File: src/rtl/fetch_pkg.sv
// Shared types for the instruction fetch slice: fetch latency, buffer entries
// and the tag that travels alongside each outstanding memory request.
package fetch_pkg;
   localparam int FETCH_LATENCY = 2;

   typedef logic [31:0] instr_t;

   typedef struct packed {
      logic [31:0] pc;
      instr_t      instr;
   } fetch_entry_t;

   typedef struct packed {
      logic        valid;
      logic        stale;
      logic [31:0] pc;
   } fetch_tag_t;
endpackage

File: src/rtl/program_memory_bus.sv
// Program memory read bus: word address and request out, instruction back
// after a fixed latency.
interface program_memory_bus;
   logic [31:0] addr;
   logic        read_request;
   logic [31:0] instr;
   logic        data_valid;

   modport CONSUMER (output addr, output read_request, input instr, input data_valid);
   modport PROVIDER (input addr, input read_request, output instr, output data_valid);
endinterface

File: src/rtl/fetch_fifo.sv
// Instruction buffer: synchronous FIFO of fetch entries with flush, a
// registered head entry and an occupancy count.
module fetch_fifo
   import fetch_pkg::*;
#(
   parameter int DEPTH = 4
) (
   input  logic                     clk_in,
   input  logic                     rst_n_in,
   input  logic                     flush,
   input  logic                     push,
   input  fetch_entry_t             push_data,
   input  logic                     pop,
   output fetch_entry_t             head,
   output logic [$clog2(DEPTH):0]   count
);
   localparam int AW = $clog2(DEPTH);
   localparam int CW = AW + 1;

   fetch_entry_t   store [DEPTH];
   logic [AW-1:0]  wr_ptr, rd_ptr, rd_nxt;
   logic           do_pop;

   assign do_pop = pop && (count != '0);
   assign rd_nxt = rd_ptr + AW'(1);

   always_ff @(posedge clk_in)
      if (push) store[wr_ptr] <= push_data;

   always_ff @(posedge clk_in) begin
      if (!rst_n_in || flush) begin
         wr_ptr <= '0;
         rd_ptr <= '0;
         count  <= '0;
         head   <= '0;
      end else begin
         assert (!(push && count == CW'(DEPTH)));
         if (push)   wr_ptr <= wr_ptr + AW'(1);
         if (do_pop) rd_ptr <= rd_nxt;
         count <= count + CW'(push) - CW'(do_pop);
         // Head takes the incoming entry when it lands in an otherwise empty buffer.
         if (push && count == (do_pop ? CW'(1) : CW'(0)))
            head <= push_data;
         else if (do_pop && count > CW'(1))
            head <= store[rd_nxt];
      end
   end
endmodule

File: src/rtl/instruction_fetch.sv
// Instruction fetch: issues sequential word reads under a credit limit, tags
// them through the memory latency and buffers returned instructions for decode.
module instruction_fetch
   import fetch_pkg::*;
#(
   parameter logic [31:0] RESET_PC   = 32'h0000_0000,
   parameter int          FIFO_DEPTH = 4
) (
   input  logic                       clk_in,
   input  logic                       rst_n_in,
   program_memory_bus.CONSUMER        mem,
   input  logic                       fetch_enable_in,
   input  logic                       redirect_valid_in,
   input  logic [31:0]                redirect_pc_in,
   output logic                       instr_valid_out,
   output logic [31:0]                instr_out,
   output logic [31:0]                instr_pc_out,
   input  logic                       instr_ready_in
);
   localparam int CW = $clog2(FIFO_DEPTH) + 1;

   logic [31:0]   fetch_pc;
   fetch_tag_t    tag_pipe [1:FETCH_LATENCY];
   logic [1:0]    in_flight;
   logic [CW-1:0] fifo_count;
   logic [CW-1:0] credit_used;
   logic          issue, push, pop;
   fetch_entry_t  head;

   always_comb begin
      in_flight = '0;
      for (int s = 1; s <= FETCH_LATENCY; s++)
         in_flight = in_flight + 2'(tag_pipe[s].valid);
      credit_used = CW'(in_flight) + fifo_count;
      issue = rst_n_in && fetch_enable_in && !redirect_valid_in &&
              (credit_used < CW'(FIFO_DEPTH));
      push  = rst_n_in && !redirect_valid_in && mem.data_valid &&
              tag_pipe[FETCH_LATENCY].valid && !tag_pipe[FETCH_LATENCY].stale;
      pop   = instr_valid_out && instr_ready_in && !redirect_valid_in;
   end

   assign mem.addr         = {2'b00, fetch_pc[31:2]};
   assign mem.read_request = issue;

   always_ff @(posedge clk_in) begin
      if (!rst_n_in) begin
         fetch_pc <= RESET_PC;
         for (int s = 1; s <= FETCH_LATENCY; s++) tag_pipe[s] <= '0;
      end else begin
         if (redirect_valid_in)
            fetch_pc <= redirect_pc_in & ~32'd3;
         else if (issue)
            fetch_pc <= fetch_pc + 32'd4;
         tag_pipe[1] <= '{valid: issue, stale: 1'b0, pc: fetch_pc};
         // A redirect poisons everything already in flight; those responses are dropped.
         for (int s = 2; s <= FETCH_LATENCY; s++) begin
            tag_pipe[s]       <= tag_pipe[s-1];
            tag_pipe[s].stale <= tag_pipe[s-1].stale | redirect_valid_in;
         end
      end
   end

   fetch_fifo #(.DEPTH(FIFO_DEPTH)) u_fifo (
      .clk_in    (clk_in),
      .rst_n_in  (rst_n_in),
      .flush     (redirect_valid_in),
      .push      (push),
      .push_data ('{pc: tag_pipe[FETCH_LATENCY].pc, instr: mem.instr}),
      .pop       (pop),
      .head      (head),
      .count     (fifo_count)
   );

   // Outputs read as zero for the whole reset-low cycle, not just after the edge.
   assign instr_valid_out = rst_n_in && (fifo_count != '0);
   assign instr_out       = rst_n_in ? head.instr : 32'h0;
   assign instr_pc_out    = rst_n_in ? head.pc    : 32'h0;
endmodule

File: src/flat_wrapper.sv
// flat-port wrapper written by rule: the top's interface ports become plain ports
module instruction_fetch_flat import fetch_pkg::*;
#(
   parameter logic [31:0] RESET_PC   = 32'h0000_0000,
   parameter int          FIFO_DEPTH = 4
)
  (clk_in, rst_n_in, fetch_enable_in, redirect_valid_in, redirect_pc_in, instr_valid_out, instr_out, instr_pc_out, instr_ready_in, mem_addr, mem_read_request, mem_instr, mem_data_valid);
  program_memory_bus mem_i ();
  input  logic clk_in;
  input  logic rst_n_in;
  input  logic fetch_enable_in;
  input  logic redirect_valid_in;
  input  logic [31:0] redirect_pc_in;
  output logic instr_valid_out;
  output logic [31:0] instr_out;
  output logic [31:0] instr_pc_out;
  input  logic instr_ready_in;
  output wire logic [$bits(mem_i.addr)-1:0] mem_addr;
  output wire logic [$bits(mem_i.read_request)-1:0] mem_read_request;
  input wire logic [$bits(mem_i.instr)-1:0] mem_instr;
  input wire logic [$bits(mem_i.data_valid)-1:0] mem_data_valid;
  assign mem_addr = mem_i.addr;
  assign mem_read_request = mem_i.read_request;
  assign mem_i.instr = mem_instr;
  assign mem_i.data_valid = mem_data_valid;
  instruction_fetch #(.RESET_PC(RESET_PC), .FIFO_DEPTH(FIFO_DEPTH)) u_core (.clk_in(clk_in), .rst_n_in(rst_n_in), .mem(mem_i), .fetch_enable_in(fetch_enable_in), .redirect_valid_in(redirect_valid_in), .redirect_pc_in(redirect_pc_in), .instr_valid_out(instr_valid_out), .instr_out(instr_out), .instr_pc_out(instr_pc_out), .instr_ready_in(instr_ready_in));
endmodule
File: config.mk
export PLATFORM = sky130hd
export DESIGN_NAME = instruction_fetch_flat
export DESIGN_NICKNAME = d
export VERILOG_FILES = /design/src/rtl/fetch_pkg.sv /design/src/rtl/program_memory_bus.sv /design/src/rtl/fetch_fifo.sv /design/src/rtl/instruction_fetch.sv /design/src/flat_wrapper.sv
export SDC_FILE = /design/constraint.sdc
export NUM_CORES = 1
export LEC_CHECK = 0
export BUFFER_PORTS_ARGS = -buffer_cell sky130_fd_sc_hd__buf_2
export CAP_MARGIN = 20
export CORE_ASPECT_RATIO = 0.7
export CORE_UTILIZATION = 60
export CTS_BUF_LIST = sky130_fd_sc_hd__clkbuf_16
export CTS_CLUSTER_DIAMETER = 50
export CTS_CLUSTER_SIZE = 16
export DETAILED_ROUTE_END_ITERATION = 10
export PLACE_DENSITY = 0.81
export SLEW_MARGIN = 30
export SYNTH_ARGS = -nofsm -noshare
export SYNTH_HDL_FRONTEND = slang
export SYNTH_SLANG_ARGS = --single-unit
File: constraint.sdc
create_clock -name clk_in -period 6.1 [get_ports clk_in]
set_input_delay 0.305 -clock clk_in [delete_from_list [all_inputs] [get_ports clk_in]]
set_output_delay 0.305 -clock clk_in [all_outputs]
set_load 0.02 [all_outputs]
After elaboration in Yosys (flattened, before gate mapping)

Memory sizes are Yosys's and may differ from the RTL's.
Index checks and enable logic that the tools add are counted.

Add/sub/neg operators: 7
Order comparisons: 2
Equality and inequality tests: 1
Muxes and demuxes: 14
Bitwise operators: 5
Reductions and logical operators: 21

Operators with widths:

| cell                                                                            | count |
|---|---|
| 32-bit 2-to-1 mux                                                               | 4 |
| 64-bit 2-to-1 mux                                                               | 2 |
| 34-bit 2-to-1 mux                                                               | 2 |
| 32-bit by 3-bit adder with 32-bit output, second input constant                 | 1 |
| 1-bit logical AND                                                               | 13 |
| 1-bit 2-to-1 mux                                                                | 6 |
| 2-bit by 1-bit adder with 2-bit output, second input constant                   | 2 |
| 1-bit OR                                                                        | 4 |
| 2-bit nonzero test                                                              | 2 |
| 2-bit by 3-bit adder with 3-bit output                                          | 1 |
| 3-bit by 1-bit adder with 3-bit output                                          | 1 |
| 3-bit by 1-bit equality test with 1-bit output                                  | 1 |
| 3-bit by 1-bit greater-than comparator with 1-bit output, second input constant | 1 |
| 1-bit zero test                                                                 | 3 |
| 3-bit < comparator, second input constant                                       | 1 |
| 3-bit nonzero test                                                              | 1 |
| 3-bit by 1-bit subtractor with 3-bit output                                     | 1 |
| 1-bit by 1-bit adder with 2-bit output                                          | 1 |
| 2-bit OR reduction                                                              | 1 |
| 1-bit logical OR                                                                | 1 |
| 1-bit inverter                                                                  | 1 |

Bits in registers: 103
Bits in writable memories: 324
Input port bits: 70
Word-level logic and storage cells: 59
Memories: 2

Memories:

| memory              | words | bits a word | read ports | clocked after Yosys merged registers in | wr ports | line                    | source |
|---|---|---|---|---|---|---|---|
| u_core.u_fifo.store | 4     | 64          | 1          | 0                                       | 1        | fetch_fifo.sv:20        | `fetch_entry_t store [DEPTH];` |
| u_core.tag_pipe     | 2     | 34          | 2          | 0                                       | 2        | instruction_fetch.sv:23 | `fetch_tag_t tag_pipe [1:FETCH_LATENCY];` |

Longest topological paths before layout

Depth in word-level cells: 9
Mapped depth: 12
Mapped depth without buffers: 11

By module

From an unflattened synthesis, not the netlist that was laid out.

Cell total of the unflattened synthesis: 1177
Area total of the unflattened synthesis: 16442.0 um^2

Modules (own cells, without submodules):

| module            | instances | cells each | area each (um^2) | seq. area each (um^2) |
|---|---|---|---|---|
| fetch_fifo        | 1         | 749        | 12588.3          | 9108.7 |
| instruction_fetch | 1         | 428        | 3853.7           | 1861.8 |

Worst setup path after synthesis

OpenSTA, ideal clock, no wires.

Kind: register to register
Start point: mem u_core.tag_pipe[2][32] in the netlist's numbering
End point: mem u_core.u_fifo.store[0][0] in the netlist's numbering (enable)
Library setup time: 0.427 ns
Arrival: 2.242 ns
Required time: 5.673 ns
Slack: 3.431 ns
Cell stages (with the launch flop): 4
Period minus slack after synthesis: 2.669 ns
Cells stage by stage: dfxtp_1 -> and3b_1 -> clkbuf_1 -> and3_1

RTL lines:

| element     | line |
|---|---|
| from (decl) | instruction_fetch.sv:23 |
| to (decl)   | fetch_fifo.sv:20 |

Final worst setup path

Start point: in rst_n_in
End point: mem u_core.u_fifo.store[2][5] in the netlist's numbering (enable)

Cells in the longest elaborated chain, start to end: 6

RTL lines:

| element                                | line                    | source |
|---|---|---|
| from (decl)                            | flat_wrapper.sv:10      | `input logic rst_n_in;` |
| 1-bit logical AND (3 in series)        | instruction_fetch.sv:37 | `push = rst_n_in && !redirect_valid_in && mem.data_valid &&` |
| 1-bit logical AND                      | instruction_fetch.sv:38 | `tag_pipe[FETCH_LATENCY].valid && !tag_pipe[FETCH_LATENCY].stale;` |
| 1-bit 2-to-1 mux                       | fetch_fifo.sv:28        | `if (push) store[wr_ptr] <= push_data;` |
| 1-bit 2-to-1 mux (not written as such) | fetch_fifo.sv:28        |  |

No other way between the ends.

==> key figures <==
Layout
  • Sequential cell area: 10,700 um2
  • Footprint of the multi-input gates: 4850 um2
  • Final net count: 1,367
  • Area delta synth->final: 13.3%
  • Ratio of cells with drive above 1 in the final layout: 0.233
  • # fillers: 1,791

Timing
  • Least-Margin Pin Slew: 0.963 ns
  • RSZ-0062 raised after global routing: no
  • Final hold violations: 0
  • F_max: 354 MHz
  • Pins over their slew limit: 0
  • Fin Setup TNS: 0 ns
  • Post-route setup slack: 3.27 ns
  • Tcrit/Tclk final: 0.464
  • Final setup viols: 0
  • Post-layout minimum cycle time: 2.83 ns
  • Clock Skew: 0.0223 ns
  • Relative slew margins: 0.358

Route
  • Residual DRC count: 0
  • First-pass DRT Iterations: 5
  • Vias per cell: 5.84
  • DR iter-0 viols: 805
  • WL final: 33.3 mm
  • Antenna viol nets, final: 0
  • WL/cell: 19.9 um
  • Via count: 9,751

Yosys
  • Register bit total from synthesis: 410
  • Synthesized instance count: 1,153
  • Sequential-to-total area share from yosys stat: 0.670
  • Syn Std Cell Area: 15,900 um2
  • Synth cell types: 61
  • Top_reg_cell synth: edfxtp_1
  • Yosys top cell by area: edfxtp_1
  • Ys async rst share: 0
  • Number of synthesized flops with an enable pin: 248
  • Avg Cell Area, Syn: 13.8 um2
  • Most numerous cell in the Yosys netlist: edfxtp_1
  • Ys Warns: 0
  • Top cells by area, synth: edfxtp_1, dfxtp_1, mux4_2
  • Commonest cells post-synth: edfxtp_1, dfxtp_1, nand2_1, and2_1, nor2_1
  • Share of the synthesized area in the top cell type: 0.467

Worst setup path
  • Worst Setup SP: rst_n_in
  • Crit start category: primary input
  • Most used cell, CP: buf_4
  • Slowest Stage Delay on Critical Path: 0.94 ns
  • Worst-path cell chain: buf_4 > nor2b_1 > and3_2 > buf_4
  • Setup crit end kind: register
  • Critical-path maximum fanout: 84
  • Crit path arrival time: 2.98 ns
  • Crit path required time: 6.25 ns
  • Setup Crit Path Kind: in -> reg
  • Slowest stage cell, crit path: and3_2
  • Reg-to-reg startpoint: u_core.u_fifo.count[0]

Pwr
  • Pleak: 6.33 nW
  • Peak supply drop: 195 uV
  • Power Dens Cells: 289 nW/um2

Global route
  • Total GRT Usage: 0.252
  • Initial antenna violation count: 2
  • First-pass GRT wire length: 53.4 mm
  • Vias in the first global route: 9,636
  • Largest net degree at the start of global routing: 85
  • Global route overflow: 0

Clock tree
  • Clock sinks: 410
  • H-tree lvl count: 2
  • CTS tree: yes
  • Latest clock arrival within the worst-skew pair: 0.52 ns
  • Number of CTS-inserted buffers: 35
  • Hold Buf Count CTS: 0
  • Worst-path clk slew: 0.07 ns
  • Worst-case clock buffer depth: 3
  • CTS resizes: 0
  • CTS root buf: clkbuf_16
  • Setup bufs post-CTS: 0

Floorplanning
  • Die width: 197 um
  • Die H: 138 um
  • I/O pin cnt: 168
  • Initial Util: 0.616
  • Core area: 25,900 um2
  • DIE AREA: 27,200 um2
  • Site Rows: 49

Placed design
  • Setup WS pre-CTS: 2.71 ns
  • DP Wirelength: 19.9 mm
  • Routability cong.: 0.837
  • I/O Buffers: 161

Job
  • Max-Cap Viols: 0

Hold path
  • Hold Crit Class: in -> reg
  • Hold_sp: redirect_pc_in[16]

Status
  • Outcome: completed
registers in the layout, summed over array words and instances, names as in the netlist:
| signal | count |
|---|---|
| u_core.u_fifo.store | 248 |
| u_core.tag_pipe | 63 |
| u_core.u_fifo.head | 62 |
| u_core.fetch_pc | 30 |
| u_core.u_fifo.count | 3 |
| u_core.u_fifo.rd_ptr | 2 |
| u_core.u_fifo.wr_ptr | 2 |
where the power goes:
part / switching, mW / internal, mW / total (mW)
logic: 0.103 / 0.0538 / 0.156
clock network: 0.979 / 1.10 / 2.08
registers: 0.0319 / 2.95 / 2.98
worst max-delay path, delay by kind of cell:
kind | cells | cell delay [ns]
buffers and inverters | 2 | 1.11
AND/OR/NAND/NOR | 2 | 1.52
path summary, 6_finish.rpt:
check                                    to  slack [ns]  depth (start not counted)
setup / recovery  u_core.u_fifo.store[2][5]        3.27                          4
hold / removal          u_core.fetch_pc[16]        0.01                          2
setup reg to reg        u_core.fetch_pc[24]        3.45                          6
hold reg to reg       u_core.tag_pipe[2][5]        0.43                          1
cell families after synthesis:
family                   after synthesis  share of synthesized area
other                                  1                   0.000235
AND/OR/NAND/NOR                      401                      0.125
AO/OA/AOI/OAI                        147                     0.0683
buffers and inverters                101                     0.0279
flip-flops                           410                      0.670
multiplexers                          63                     0.0882
XOR/XNOR                              19                     0.0104
adder cells (fa/ha/maj)               11                    0.00910
routing by layer:
layer,track usage,up-vias,routed length (um)
met3,0.0466,46,2460
met2,0.407,355,15700
met4,0.0473,0,464
li1,-,4528,-
met5,0,-,0
met1,0.363,4822,14600
per-stage QoR:
step                      hold slack (ns)  instance area, um2  power [mW]  cells  utilization
after global placement              0.417               17000        3.19   1603        0.655
after CTS                         0.00431               18100        5.26   1668        0.698
after global routing               0.0135               18100        5.38   1668        0.698
after floorplan                     0.404               16000        3.13   1156            -
final                              0.0140               18100        5.22   1669        0.698
after detailed placement            0.419               17000        3.20   1606        0.657
area by class of cell:
| class | instances | share of cell area |
|---|---|---|
| flip-flops and latches | 410 | 0.592 |
| clock buffers | 35 | 0.0485 |
| well taps | 357 | 0.0247 |
| clock inverters | 27 | 0.0100 |
| diodes | 1 | 0.000138 |
| inverters | 18 | 0.00374 |
| repair buffers | 176 | 0.0526 |
| multi-input cells | 645 | 0.268 |
cells in the final DEF (no fill, tap or decap), drive strengths merged, types with 2 or more instances in the layout:
master    instances
nand2           137
nor3              7
xor2              9
inv              37
a22oi             8
a21oi            25
nand4            11
mux4             62
a311o             3
nor2             81
ha               10
o21a              3
clkinv            5
nand3            12
nor2b             2
xnor2            10
and2            118
clkinvlp          2
buf             176
o311a             2
edfxtp          248
nand2b            3
dfxtp           162
a311oi           59
or4               3
or3               3
a31oi             7
clkbuf           35
and3             13
nor4              4
a211oi            3
o21ai            22
o211ai            3
and4              6
conb              4
a22o              2
Power figures use the tool's default switching activity.
